==> src/rtl/rom_load_pkg.sv <==
// rom_load_pkg: shared FSM state type, dn_sel region codes and count width
// for the ROM download sequencer.
package rom_load_pkg;

  localparam int CNT_W = 17;

  typedef enum logic [2:0] {
    ST_IDLE  = 3'd0,
    ST_LOAD  = 3'd1,
    ST_CHECK = 3'd2,
    ST_HOLD  = 3'd3,
    ST_RUN   = 3'd4
  } state_e;

  localparam logic [1:0] SEL_PGM  = 2'd0;
  localparam logic [1:0] SEL_GFX  = 2'd1;
  localparam logic [1:0] SEL_PROM = 2'd2;

endpackage

==> src/rtl/rom_load_ctrl_rst_hold_timer.sv <==
// rst_hold_timer: HOLD-state countdown. Reloads on entry and while user_reset
// is held; done is raised in the cycle the counter sits at zero.
module rst_hold_timer #(
  parameter int HOLD_CYCLES = 16
) (
  input  logic clk,
  input  logic rst,
  input  logic load_i,
  input  logic en_i,
  input  logic user_reset_i,
  output logic done_o
);

  localparam int W = (HOLD_CYCLES < 2) ? 1 : $clog2(HOLD_CYCLES + 1);
  localparam logic [W-1:0] LOAD_VAL = W'(HOLD_CYCLES);

  logic [W-1:0] cnt_q, cnt_d;

  always_comb begin
    cnt_d = cnt_q;
    if (load_i || (en_i && user_reset_i)) cnt_d = LOAD_VAL;
    else if (en_i && (cnt_q != '0))      cnt_d = cnt_q - W'(1);
  end

  always_ff @(posedge clk) begin
    if (rst) cnt_q <= '0;
    else     cnt_q <= cnt_d;
  end

  assign done_o = en_i && !user_reset_i && (cnt_q == '0);

endmodule

==> src/rtl/rom_load_ctrl.sv <==
// rom_load_ctrl: forwards the HPS ioctl ROM stream to the core's dn_* port,
// validates the image and sequences core reset. Optional: ROM_CHECKSUM_EN.
module rom_load_ctrl
  import rom_load_pkg::*;
#(
  parameter logic [15:0]      GFX_BASE     = 16'h4000,
  parameter logic [15:0]      PROM_BASE    = 16'h6000,
  parameter logic [CNT_W-1:0] ROM_BYTES    = 17'h06320,
  parameter int               HOLD_CYCLES  = 16,
  parameter logic [15:0]      EXPECTED_SUM = 16'h0000
) (
  input  logic        clk_sys,
  input  logic        RESET,
  input  logic        ioctl_download,
  input  logic        ioctl_wr,
  input  logic [24:0] ioctl_addr,
  input  logic [7:0]  ioctl_dout,
  input  logic        user_reset,
  output logic [15:0] dn_addr,
  output logic [7:0]  dn_data,
  output logic        dn_wr,
  output logic [1:0]  dn_sel,
  output logic        core_reset,
  output logic        load_ok,
  output logic        load_err,
  output logic [15:0] checksum
);

  state_e           state_q, state_d;
  logic             dl_q, dl_d, blk_q, blk_d;
  logic [CNT_W-1:0] cnt_q, cnt_d;
  logic             ovf_q, ovf_d;
  logic             ok_q, ok_d, err_q, err_d;
  logic             core_reset_q, core_reset_d;
  logic [15:0]      dn_addr_q, dn_addr_d;
  logic [7:0]       dn_data_q, dn_data_d;
  logic             dn_wr_q, dn_wr_d;
  logic [1:0]       dn_sel_q, dn_sel_d;

  logic       rise, fall, in_range, wr_ld, accept, ld_start;
  logic       sum_ok, pass, hold_done;
  logic [1:0] region;

  // blk_q masks the rise seen right after a RESET that lands mid-download,
  // so the tail of that download is ignored until the line drops.
  assign rise     = ioctl_download && !dl_q && !blk_q;
  assign fall     = !ioctl_download && dl_q;
  assign in_range = (ioctl_addr[24:16] == 9'd0) && ({1'b0, ioctl_addr[15:0]} < ROM_BYTES);
  assign wr_ld    = ioctl_wr && (state_q == ST_LOAD);
  assign accept   = wr_ld && in_range;
  assign ld_start = (state_d == ST_LOAD) && (state_q != ST_LOAD);
  assign pass     = (cnt_q == ROM_BYTES) && !ovf_q && sum_ok;

  always_comb begin
    region = SEL_PGM;
    if (ioctl_addr[15:0] >= PROM_BASE)     region = SEL_PROM;
    else if (ioctl_addr[15:0] >= GFX_BASE) region = SEL_GFX;
  end

  always_comb begin
    state_d = state_q;
    case (state_q)
      ST_IDLE:  if (rise) state_d = ST_LOAD;
      ST_LOAD:  if (fall) state_d = ST_CHECK;
      ST_CHECK: state_d = pass ? ST_HOLD : ST_IDLE;
      ST_HOLD: begin
        if (rise)           state_d = ST_LOAD;
        else if (hold_done) state_d = ST_RUN;
      end
      ST_RUN: begin
        if (rise)            state_d = ST_LOAD;
        else if (user_reset) state_d = ST_HOLD;
      end
      default: state_d = ST_IDLE;
    endcase
  end

  always_comb begin
    dl_d         = ioctl_download;
    blk_d        = blk_q && ioctl_download;
    cnt_d        = cnt_q;
    ovf_d        = ovf_q;
    ok_d         = ok_q;
    err_d        = err_q;
    dn_wr_d      = accept;
    dn_addr_d    = dn_addr_q;
    dn_data_d    = dn_data_q;
    dn_sel_d     = dn_sel_q;
    core_reset_d = (state_d != ST_RUN);
    if (ld_start) begin
      cnt_d = '0;
      ovf_d = 1'b0;
      ok_d  = 1'b0;
      err_d = 1'b0;
    end
    if (accept) begin
      dn_addr_d = ioctl_addr[15:0];
      dn_data_d = ioctl_dout;
      dn_sel_d  = region;
      if (cnt_q != '1) cnt_d = cnt_q + CNT_W'(1);
    end
    if (wr_ld && !in_range) ovf_d = 1'b1;
    if (state_q == ST_CHECK) begin
      ok_d  = pass;
      err_d = !pass;
    end
  end

  always_ff @(posedge clk_sys) begin
    if (RESET) begin
      state_q      <= ST_IDLE;
      dl_q         <= 1'b0;
      blk_q        <= 1'b1;
      cnt_q        <= '0;
      ovf_q        <= 1'b0;
      ok_q         <= 1'b0;
      err_q        <= 1'b0;
      core_reset_q <= 1'b1;
      dn_wr_q      <= 1'b0;
      dn_addr_q    <= '0;
      dn_data_q    <= '0;
      dn_sel_q     <= SEL_PGM;
    end else begin
      state_q      <= state_d;
      dl_q         <= dl_d;
      blk_q        <= blk_d;
      cnt_q        <= cnt_d;
      ovf_q        <= ovf_d;
      ok_q         <= ok_d;
      err_q        <= err_d;
      core_reset_q <= core_reset_d;
      dn_wr_q      <= dn_wr_d;
      dn_addr_q    <= dn_addr_d;
      dn_data_q    <= dn_data_d;
      dn_sel_q     <= dn_sel_d;
    end
  end

`ifdef ROM_CHECKSUM_EN
  logic [15:0] sum_q, sum_d;

  always_comb begin
    sum_d = sum_q;
    if (ld_start)    sum_d = '0;
    else if (accept) sum_d = sum_q + {8'h00, ioctl_dout};
  end

  always_ff @(posedge clk_sys) begin
    if (RESET) sum_q <= '0;
    else       sum_q <= sum_d;
  end

  assign sum_ok   = (sum_q == EXPECTED_SUM);
  assign checksum = sum_q;
`else
  assign sum_ok   = 1'b1;
  assign checksum = '0;
`endif

  rst_hold_timer #(
    .HOLD_CYCLES(HOLD_CYCLES)
  ) u_hold (
    .clk          (clk_sys),
    .rst          (RESET),
    .load_i       ((state_d == ST_HOLD) && (state_q != ST_HOLD)),
    .en_i         (state_q == ST_HOLD),
    .user_reset_i (user_reset),
    .done_o       (hold_done)
  );

  assign dn_addr    = dn_addr_q;
  assign dn_data    = dn_data_q;
  assign dn_wr      = dn_wr_q;
  assign dn_sel     = dn_sel_q;
  assign core_reset = core_reset_q;
  assign load_ok    = ok_q;
  assign load_err   = err_q;

endmodule

==> config.mk <==
export PLATFORM = sky130hd
export DESIGN_NAME = rom_load_ctrl
export DESIGN_NICKNAME = d
export VERILOG_FILES = /design/src/rtl/rom_load_pkg.sv /design/src/rtl/rom_load_ctrl_rst_hold_timer.sv /design/src/rtl/rom_load_ctrl.sv
export SDC_FILE = /design/constraint.sdc
export NUM_CORES = 1
export LEC_CHECK = 0
export ABC_CLOCK_PERIOD_IN_PS = 5830
export CAP_MARGIN = 40
export CORE_MARGIN = 10
export CORE_UTILIZATION = 45
export CTS_BUF_LIST = sky130_fd_sc_hd__clkbuf_4
export DETAILED_ROUTE_END_ITERATION = 7
export GPL_ROUTABILITY_DRIVEN = 0
export PLACE_DENSITY = 0.77
export SLEW_MARGIN = 0
export SYNTH_ARGS = -nofsm -noshare
export SYNTH_HDL_FRONTEND = slang
export SYNTH_SLANG_ARGS = --single-unit
==> constraint.sdc <==
create_clock -name clk_sys -period 5.83 [get_ports clk_sys]
set_clock_uncertainty 0.05 [all_clocks]
set_input_delay 1.166 -clock clk_sys [delete_from_list [all_inputs] [get_ports clk_sys]]
set_output_delay 1.166 -clock clk_sys [all_outputs]
set_load 0.005 [all_outputs]
Yosys cells after proc, flatten, opt, wreduce, memory -nomap -nowiden
Index checks and enable logic that the tools add are counted.
{ "op_classes": {"add_sub_neg": 2, "mul": 0, "div_mod_pow": 0, "n_lt_le_gt_ge": 3, "n_eq_ne": 11, "shifts": 0, "muxes": 19, "bitwise_logic": 0, "reduce_logical": 31} }
{ "op_table": {"columns": ["op", "count"], "rows": [
  ["2-to-1 mux 17 bit", 3],
  ["greater-or-equal comparator 16 x 15 -> 1 bit, second input constant", 2],
  ["2-to-1 mux 3 bit", 6],
  ["adder 17 x 1 -> 17 bit, second input constant", 1],
  ["equality test 17 x 15 -> 1 bit, second input constant", 1],
  ["inequality test 17 bit, second input constant", 1],
  ["less-than comparator 16 x 15 -> 1 bit, second input constant", 1],
  ["logical AND 1 bit", 15],
  ["one-hot mux 3 bit (5 select lines)", 1],
  ["2-to-1 mux 5 bit", 2],
  ["equality test 3 x 2 -> 1 bit, second input constant", 3],
  ["zero test 9 bit", 1],
  ["zero test 1 bit", 7],
  ["equality test 3 x 1 -> 1 bit, second input constant", 2],
  ["nonzero test 2 bit", 3],
  ["zero test 5 bit", 1],
  ["2-to-1 mux 1 bit", 5],
  ["nonzero test 5 bit", 1],
  ["subtractor 5 x 1 -> 5 bit, second input constant", 1],
  ["2-to-1 mux 2 bit", 2],
  ["equality test 3 bit, second input constant", 1],
  ["zero test 3 bit", 1],
  ["inequality test 3 x 1 -> 1 bit, second input constant", 1],
  ["inequality test 3 x 2 -> 1 bit, second input constant", 1],
  ["3 further kinds", 3]
]} }
{ "totals": {"reg_bits": 58, "latch_bits": 0, "mem_bits_rw": 0, "rom_bits": 0, "out_inout_bits": 46, "elab_cells": 80, "memories": 0} }

Depth between registers and ports, before layout
Gate-level depths: netlist of run 1.
{ "depth": {"ltp_word": 11, "mapped_depth": 13, "ltp_nobuf": 10} }

Cells and area by module
A second synthesis of run 1 with hierarchy kept.
{ "unflattened": {"hier_cells": 334, "area_unflattened_um2": 2839.0} }
{ "by_module_without_submodules": {"columns": ["mod", "n_inst", "cells_each", "area_per_inst_um2", "seq_area_each_um2"], "rows": [
  ["rom_load_ctrl", 1, 303, 2557.5, 1061.0],
  ["rst_hold_timer", 1, 31, 281.5, 100.1]
]} }

Worst setup path after synthesis of run 1
No wires, ideal clock.
{ "synth_path": {"kind": "input to register", "start": "input port ioctl_addr[16]", "end": "register cnt_q[15]", "arrival_time_ns": 2.773, "required_time_ns": 5.692, "setup_slack_ns": 2.919, "path_stages": 6, "cell_sequence": "or4_4 > or4_4 > nor2_4 > buf_4 > a41oi_1 > a311oi_2"} }
{ "synth_between": {"elab_chain_len": 4} }
{ "synth_rtl": {"columns": ["item", "line_no", "source"], "rows": [
  ["start: declaration", "rom_load_ctrl.sv:16", "input logic [24:0] ioctl_addr,"],
  ["zero test 9 bit", "rom_load_ctrl.sv:48", "assign in_range = (ioctl_addr[24:16] == 9'd0) && ({1'b0, ioctl_addr[15:0]} < ROM_BYTES);"],
  ["logical AND 1 bit", "rom_load_ctrl.sv:48", null],
  ["logical AND 1 bit", "rom_load_ctrl.sv:50", "assign accept = wr_ld && in_range;"],
  ["2-to-1 mux 17 bit", "rom_load_ctrl.sv:96", "if (accept) begin"],
  ["end signal: assignment", "rom_load_ctrl.sv:127", "cnt_q <= cnt_d;"],
  ["end: declaration", "rom_load_ctrl.sv:31", "logic [CNT_W-1:0] cnt_q, cnt_d;"]
]} }
Every way passes these cells.
A chain may end at the register's enable or synchronous reset.

Worst setup path in the final report of run 1
{ "layout_path": {"start": "input port ioctl_addr[15]", "end": "register cnt_q[15]"} }
{ "layout_between": {"elab_chain_len": 4} }
{ "layout_rtl": {"columns": ["item", "line_no"], "rows": [
  ["less-than comparator 16 x 15 -> 1 bit", "rom_load_ctrl.sv:48"],
  ["logical AND 1 bit", "rom_load_ctrl.sv:48"],
  ["logical AND 1 bit", "rom_load_ctrl.sv:50"],
  ["2-to-1 mux 17 bit", "rom_load_ctrl.sv:96"]
]} }
Every way passes these cells.

==> results of run 1 <==
-- sequential cells by signal, summed over array words and instances, names as in the netlist --
register and count:
cnt_q 17, dn_addr 16, dn_data 8, u_hold.cnt_q 5
state_q 3, dn_sel 2, blk_q 1, core_reset 1
dl_q 1, dn_wr 1, load_err 1, load_ok 1
ovf_q 1
-- area by class of cell --
type	instances	area share
multi-input cells	247	0.4089
flip-flops and latches	58	0.3246
repair buffers	69	0.1938
well taps	75	0.02623
clock buffers	12	0.02518
clock inverters	4	0.01189
inverters	9	0.009444
-- worst paths after layout --
path | end | cells past startpoint
worst max-delay path | cnt_q[15] | 7
worst min-delay path | dn_addr[5] | 2
worst max register to register | cnt_q[12] | 10
worst min register to register | dn_addr[5] | 2
-- critical path: cells and delay by family --
| family | cells | cell delay [ns] |
|---|---|---|
| and+or+nand+nor | 4 | 1.65 |
| buffers and inverters | 1 | 0.43 |
| AOI/OAI and AO/OA | 2 | 0.46 |
-- routing by layer --
layer / vias up / share of wire / track usage
met1: 1170 / 0.40 / 0.1656
li1: 1267 / - / -
met3: 10 / 0.11 / 0.08240
met2: 88 / 0.47 / 0.2295
met5: - / 0 / 0
met4: 0 / 0.016 / 0.04520
-- through the flow --
step / hold WS, ns / power, uW / setup WS, ns / util
CTS: 0.4086 / 746.9 / 2.379 / 0.5971
global route: 0.4199 / 772.1 / 2.166 / 0.5971
finish: 0.4084 / 738.9 / 2.364 / 0.5971
floorplan: 0.3982 / 439.0 / 2.919 / -
global placement: 0.3869 / 461.0 / 2.056 / 0.5716
detailed placement: 0.3958 / 463.3 / 1.959 / 0.5750
-- power by group through the flow --
| stage | Clock, uW | Sequential [uW] | Combinational [uW] |
|---|---|---|---|
| after floorplan | 0 | 408 | 31.2 |
| after global placement | 0 | 408 | 52.9 |
| after detailed placement | 0 | 408 | 55.1 |
| after CTS | 293 | 399 | 55.5 |
| after global routing | 312 | 399 | 61.0 |
| final | 284 | 399 | 55.7 |
-- cell usage in the layout (no fill, tap or decap), types with 4 or more instances in the layout --
cell type         n
clkdlybuf4s50_1  66
nand2_1          60
dfxtp_1          58
a21oi_1          36
nor2_1           23
conb_1           16
clkbuf_4         12
nand3_1          10
inv_1             9
nor3_1            9
nand4_1           7
o21a_1            5
a311oi_2          5
o21ai_1           5
a311oi_1          5
ha_1              5
nand3b_1          4
nor3b_1           4
-- cell families after synthesis --
family	count (synthesis)	synth area share
AO/OA/AOI/OAI	75	0.1857
XOR/XNOR	3	0.009356
adder cells (fa/ha/maj)	5	0.02227
buffers and inverters	42	0.08596
flip-flops	58	0.4134
other	1	0.001335
AND/OR/NAND/NOR	148	0.2820
==> run metrics, run 1 <==
element type at the critical path end flip-flop; CTS tree yes; Hold Crit Class reg -> reg; initial core utilization 0.4689; Internal Power 569.6 uW; Worst Tran Pin Value 0.6046 ns; area fraction of the dominant cell type after synthesis 0.4134; post-layout min period 3.466 ns; Net Sw Power 169.2 uW; CTS sink cnt 58; DPL Wire Length 5247 um; Max stage delay cell, worst path or4_4; DRC violation total after the first TritonRoute iteration 153; Placed Area 0.003445 mm^2; sequential area share after synthesis 0.4134; status complete, no violations; crit-path cells clkdlybuf4s50_1, nor4_2, nand3_2, or4_4, nor2_4, a41oi_1, a311oi_2; Non-Filler Instances 474; Max Slew Vio Count 0; Max clock buf depth 2; die area 0.009802 mm^2; Setup Fix Bufs, Post-CTS 0; total CTS buffers 9; setup TNS 0 ns; first-pass GRT wire length 12010 um; area grow syn2layout 27.35%; Pre-antenna DRT Iters 5; worst reg2reg startpoint cnt_q[0]; Pleak 0.001159 uW; post-DR vias/cell 5.348; VDD IR-drop max 0.1166 mV; MaxCap Viol Count 0; clk slew on worst S/H paths 0.09 ns; Worst setup SP type primary input; Switching Fraction 0.2291; top post-synthesis cells by area dfxtp_1, nand2_1, a21oi_1, buf_4, nor2_1; FF+latch count, synth 58; Final Hold Viols 0; hold_buf cts 0; Synth Instances 332; sequential cell area 0.001161 mm^2; RSZ-0062 raised after global routing false; Die X-Extent 99.01 um; CP peak stage delay 0.74 ns; worst skew pair latency 0.39 ns; Power Density 206.6 mW/mm^2; Root Buffer clkbuf_4; clock share of power 0.385; Synth top cells by count nand2_1, dfxtp_1, a21oi_1; row cnt 28; vias in the first global route 2500; post-synth top area cell dfxtp_1; # diodes 0; hold path start dn_addr[5]; post-route design area 0.003577 mm^2; maximum fanout along the worst path 29; combinational share of power 0.075; WL final 7160 um; post-route ant nets 0; Post-synth EDFFs 0; critical path required time 6.08 ns; Seq pwr share 0.540; largest net degree at the start of global routing 45; wire per inst 15.11 um; dpl cells 458; top_reg_cell synth dfxtp_1; initial antenna violation count 0; Syn Area/Cell 8.461 um^2; synthesized area 0.002809 mm^2; total number of vias 2535; Slew HR 0.5936; worst path arrival time 3.72 ns; critical path class in -> reg; gr ovfl total 0; register-to-register setup slack 2.95 ns; Port-buffer cells 67; DRC 0; library cells used by synthesis 56; ys async rst share 0; period utilization 0.5944; fill count 535; nets 437; CTS-repair resized insts 0; YS warnings 0; Die H 99.01 um; final setup fails 0; multi-input logic area 0.001463 mm^2; Critical Path Source ioctl_addr[15]; # H-tree levels 3; share of cells above drive strength 1 0.09774; count leader, synth nand2_1; GRT Overall Usage 0.1465; Max Freq 288.6 MHz; num ports 84; core area 0.005991 mm^2
Note: power is estimated with default switching activity, not from simulation.
==> inputs of run 2 (changes only) <==
--- a/config.mk
+++ b/config.mk
@@ -5,14 +5,14 @@
 export SDC_FILE = /design/constraint.sdc
 export NUM_CORES = 1
 export LEC_CHECK = 0
-export ABC_CLOCK_PERIOD_IN_PS = 5830
+export ABC_CLOCK_PERIOD_IN_PS = 3000
 export CAP_MARGIN = 40
 export CORE_MARGIN = 10
-export CORE_UTILIZATION = 45
+export CORE_UTILIZATION = 44
 export CTS_BUF_LIST = sky130_fd_sc_hd__clkbuf_4
 export DETAILED_ROUTE_END_ITERATION = 7
 export GPL_ROUTABILITY_DRIVEN = 0
-export PLACE_DENSITY = 0.77
+export PLACE_DENSITY = 0.78
 export SLEW_MARGIN = 0
 export SYNTH_ARGS = -nofsm -noshare
 export SYNTH_HDL_FRONTEND = slang
==> constraint.sdc (replaced) <==
create_clock -name clk_sys -period 3 [get_ports clk_sys]
set_clock_uncertainty 0.05 [all_clocks]
set_input_delay 0.6 -clock clk_sys [delete_from_list [all_inputs] [get_ports clk_sys]]
set_output_delay 0.6 -clock clk_sys [all_outputs]
set_load 0.005 [all_outputs]
==> run metrics, run 2 (synthesized netlist as in run 1, its figures left out) <==
Placed Area 0.003497 mm^2 (+1.5%); commonest non-fill, non-tap cell in the layout clkdlybuf4s50_1; hold_buf cts 0 (unchanged); crit-path cells ha_1, nand3_1, or2_2, nor2_1, nand3_1, nor2_1, ha_1, nand2b_2, nand2_4, a311oi_1; area grow syn2layout 29.53%; post-route design area 0.003638 mm^2 (+1.7%); Top delay family on crit path simple AND/OR/NAND/NOR gates; Net Sw Power 323.5 uW (+91%); element type at the critical path end flip-flop; num ports 84 (unchanged); gr ovfl total 0 (unchanged); die area 0.009980 mm^2 (+1.8%); wire per inst 15.04 um (-0.44%); Root Buffer clkbuf_4; status complete, no violations; CP bufs+invs 0 (-1); first-pass GRT wire length 12240 um (+1.9%); DRC 0 (unchanged); clock share of power 0.402 (+0.017); # H-tree levels 3 (unchanged); share of cells above drive strength 1 0.1045 (+0.006733); CTS tree yes; most frequent cells in the layout clkdlybuf4s50_1, nand2_1, dfxtp_1; total CTS buffers 9 (unchanged); Reg with most FFs cnt_q; max reg flops 17 (unchanged); nets 442 (+1.1%); Die X-Extent 99.90 um (+0.90%); post-DR vias/cell 5.209 (-2.6%); Seq pwr share 0.525 (-0.015); Max clock buf depth 2 (unchanged); worst skew pair latency 0.39 ns (about the same); total number of vias 2495 (-1.6%); worst path arrival time 2.90 ns (-0.82 ns); post-layout min period 2.654 ns; initial antenna violation count 0 (unchanged); # diodes 0 (unchanged); Worst setup SP type flip-flop; Internal Power 1152 uW (+100%); largest net degree at the start of global routing 43 (-4.4%); RSZ-0062 raised after global routing false; Max stage delay cell, worst path dfxtp_1; setup TNS 0 ns (unchanged); vias in the first global route 2547 (+1.9%); Pre-antenna DRT Iters 4 (-1); critical path class reg -> reg; Port-buffer cells 67 (unchanged); DRC violation total after the first TritonRoute iteration 161 (+5.2%); final setup fails 0 (unchanged); GRT Overall Usage 0.1474 (+0.0009080); initial core utilization 0.4475 (-0.02140); Switching Fraction 0.2193 (-0.009806); maximum fanout along the worst path 16 (-45%); post-route ant nets 0 (unchanged); Max Slew Vio Count 0 (unchanged); Die H 99.90 um (+0.90%); critical path required time 3.24 ns (-2.84 ns); VDD IR-drop max 0.3177 mV (+170%); WL final 7204 um (+0.61%); fill count 574 (+7.3%); Max Freq 376.8 MHz; combinational share of power 0.073 (-0.002); period utilization 0.8846; DPL Wire Length 5341 um (+1.8%); Pleak 0.001186 uW (+2.3%); MaxCap Viol Count 0 (unchanged); CP peak stage delay 0.40 ns (-0.34 ns); Hold Crit Class reg -> reg; clk slew on worst S/H paths 0.10 ns (about the same); CTS-repair resized insts 0 (unchanged); Power Density 405.5 mW/mm^2 (+96%); Setup Fix Bufs, Post-CTS 0 (unchanged); core area 0.006277 mm^2 (+4.8%); Final Hold Viols 0 (unchanged); CTS sink cnt 58 (unchanged); row cnt 29 (+3.6%)
==> run 2: stage by stage <==
stage                     utilization  total power (uW)  hold slack [ns]  worst slack [ns]  cells
after floorplan                     -             853.1           0.3982            0.4583    347
after global placement         0.5539             895.1           0.3874            0.1204    464
after detailed placement       0.5571             899.2           0.3921           0.02650    465
after CTS                      0.5792              1498           0.4068            0.1830    479
after global routing           0.5796              1541           0.4224            0.1279    479
final                          0.5796              1475           0.4027            0.3461    479
==> run 2: worst min-delay path, delay by kind of cell, from the launching register on <==
kind	cells	cell delay, ns
flops	1	0.32
simple gates	1	0.05
compound gates	1	0.05
==> run 2: power by group through the flow <==
| stage | combinational [uW] | sequential (uW) | clock (uW) |
|---|---|---|---|
| floorplan | 60.6 | 793 | 0 |
| global placement | 102 | 793 | 0 |
| detailed placement | 106 | 793 | 0 |
| CTS | 107 | 775 | 616 |
| global route | 116 | 776 | 649 |
| finish | 107 | 775 | 593 |
==> run 2: worst paths after layout <==
kind	cells past startpoint	start	end	slack [ns]
worst max-delay path	10	cnt_q[0]	cnt_q[6]	0.35
worst min-delay path	2	dn_data[1]	dn_data[1]	0.40
worst max register to register	10	cnt_q[0]	cnt_q[6]	0.35
worst min register to register	2	dn_data[1]	dn_data[1]	0.40
==> run 2: metal layers <==
layer  track usage  wire length [um]  share of wire
met5             0                 0              0
met4       0.04631                96          0.013
met2        0.2394              3440           0.48
met1        0.1683              3149           0.44
met3       0.06799               517          0.072
==> run 2: area by class of cell <==
cell class              count  area, um^2  share of cell area
repair buffers             74       743.2              0.2043
inverters                   9       33.78            0.009285
well taps                  77       96.34             0.02648
clock buffers               9       67.56             0.01857
multi-input cells         247        1465              0.4027
flip-flops and latches     58        1161              0.3191
clock inverters             5       71.32             0.01960
==> inputs of run 3 (changes only) <==
--- a/config.mk
+++ b/config.mk
@@ -6,13 +6,11 @@
 export NUM_CORES = 1
 export LEC_CHECK = 0
 export ABC_CLOCK_PERIOD_IN_PS = 3000
-export CAP_MARGIN = 40
+export CAP_MARGIN = 20
 export CORE_MARGIN = 10
-export CORE_UTILIZATION = 44
+export CORE_UTILIZATION = 31
 export CTS_BUF_LIST = sky130_fd_sc_hd__clkbuf_4
 export DETAILED_ROUTE_END_ITERATION = 7
-export GPL_ROUTABILITY_DRIVEN = 0
-export PLACE_DENSITY = 0.78
 export SLEW_MARGIN = 0
 export SYNTH_ARGS = -nofsm -noshare
 export SYNTH_HDL_FRONTEND = slang
==> run metrics, run 3 (synthesized netlist as in run 1, its figures left out) <==
row cnt 34 (+17%); Reg with most FFs cnt_q; WL final 7577 um (+5.2%); status complete, no violations; core area 0.008763 mm^2 (+40%); Critical Path Source cnt_q[0]; setup TNS 0 ns (unchanged); area grow syn2layout 30.20%; Root Buffer clkbuf_4; Final WS setup 0.3799 ns (+0.03380 ns); initial core utilization 0.3205 (-0.1269); total CTS buffers 9 (unchanged); Pre-antenna DRT Iters 4 (unchanged); VDD IR-drop max 0.2385 mV (-25%); num ports 84 (unchanged); post-DR vias/cell 4.898 (-6.0%); Die H 115.2 um (+15%); Hold Crit Class reg -> reg; first-pass GRT wire length 12430 um (+1.5%); worst path arrival time 2.87 ns (-0.03 ns); nets 442 (unchanged); worst skew pair latency 0.41 ns (+0.02 ns); CTS tree yes; hold_ws 0.4054 ns (+0.002761 ns); sequential cell area 0.001161 mm^2 (unchanged); gr ovfl total 0 (unchanged); Worst setup SP type flip-flop; Worst Tran Pin Value 1.124 ns; share of cells above drive strength 1 0.1141 (+0.009666); hold_buf cts 0 (unchanged); Slew HR 0.2506; most frequent cells in the layout clkdlybuf4s50_1, nand2_1, dfxtp_1; CTS sink cnt 58 (unchanged); period utilization 0.8734 (-0.01127); Pleak 0.001177 uW (-0.73%); fin util 0.4173 (-0.1623); GPL Wtd Cong 0.8388; final setup fails 0 (unchanged); maximum fanout along the worst path 16 (unchanged); post-layout min period 2.620 ns (-0.03380 ns); Power Density 394.5 mW/mm^2 (-2.7%); Max clock buf depth 2 (unchanged); Max Slew Vio Count 0 (unchanged); Final Hold Viols 0 (unchanged); MaxCap Viol Count 0 (unchanged); GRT Overall Usage 0.1131 (-0.03436); multi-input logic area 0.001465 mm^2 (unchanged); CTS-repair resized insts 0 (unchanged); Setup Fix Bufs, Post-CTS 0 (unchanged); element type at the critical path end flip-flop; largest net degree at the start of global routing 58 (+35%); post-route ant nets 0 (unchanged); hold path start dn_addr[7]; wire per inst 14.83 um (-1.4%); worst reg2reg startpoint cnt_q[0]; total number of vias 2503 (+0.32%); Port-buffer cells 67 (unchanged); Die X-Extent 115.2 um (+15%); RSZ-0062 raised after global routing false; clk slew on worst S/H paths 0.10 ns (about the same); max reg flops 17 (unchanged); DRC violation total after the first TritonRoute iteration 132 (-18%); die area 0.01327 mm^2 (+33%); # H-tree levels 3 (unchanged); Max Freq 381.7 MHz (+1.3%); commonest non-fill, non-tap cell in the layout clkdlybuf4s50_1; critical path required time 3.25 ns (about the same); DRC 0 (unchanged); initial antenna violation count 0 (unchanged); # diodes 0 (unchanged); fill count 906 (+58%); vias in the first global route 2532 (-0.59%); DPL Wire Length 5416 um (+1.4%); worst slack, placed 0.05627 ns (+0.02977 ns); critical path class reg -> reg
[run 3: area by class of cell]
class	instances	share of cell area
Sequential cell	58	0.3175
Clock inverter	5	0.01540
Multi-Input combinational cell	247	0.4006
Timing Repair Buffer	74	0.1998
Inverter	9	0.009237
Tap cell	108	0.03695
Clock buffer	10	0.02053
[run 3: final timing paths]
path	endpoint	slack (ns)	cells past startpoint
setup / recovery	cnt_q[6]	0.38	10
hold / removal	dn_addr[7]	0.41	2
setup reg to reg	cnt_q[6]	0.38	10
hold reg to reg	dn_addr[7]	0.41	2
[run 3: worst max-delay path, stage by stage (launching register included)]
cell,delay [ns]
dfxtp_1,0.41
ha_1,0.22
nand3_1,0.19
or2_2,0.41
nor2_1,0.14
nand3_1,0.09
nor2_1,0.12
ha_1,0.17
nand2b_2,0.24
nand2_4,0.19
a311oi_1,0.30
[run 3: report_power, final]
part | internal (uW) | switching (uW) | total (uW)
registers | 773 | 2.76 | 775
logic | 56.2 | 49.7 | 106
clock network | 258 | 304 | 561
total | 1090 | 356 | 1440
[run 3: layer usage]
layer | share of wire | wire length [um] | vias up | track usage
met5 | 0 | 0 | - | 0
met4 | 0.011 | 85 | 0 | 0.03465
met3 | 0.080 | 609 | 7 | 0.05104
met2 | 0.47 | 3562 | 67 | 0.1764
met1 | 0.44 | 3321 | 1156 | 0.1363
li1 | - | - | 1273 | -
[run 3: stage by stage]
step | cells | cell area [um^2] | total power [uW]
after detailed placement | 496 | 3523 | 898.4
final | 511 | 3657 | 1443
after global placement | 496 | 3523 | 897.8
after global routing | 511 | 3657 | 1511
after floorplan | 347 | 2865 | 853.1
after CTS | 511 | 3655 | 1468
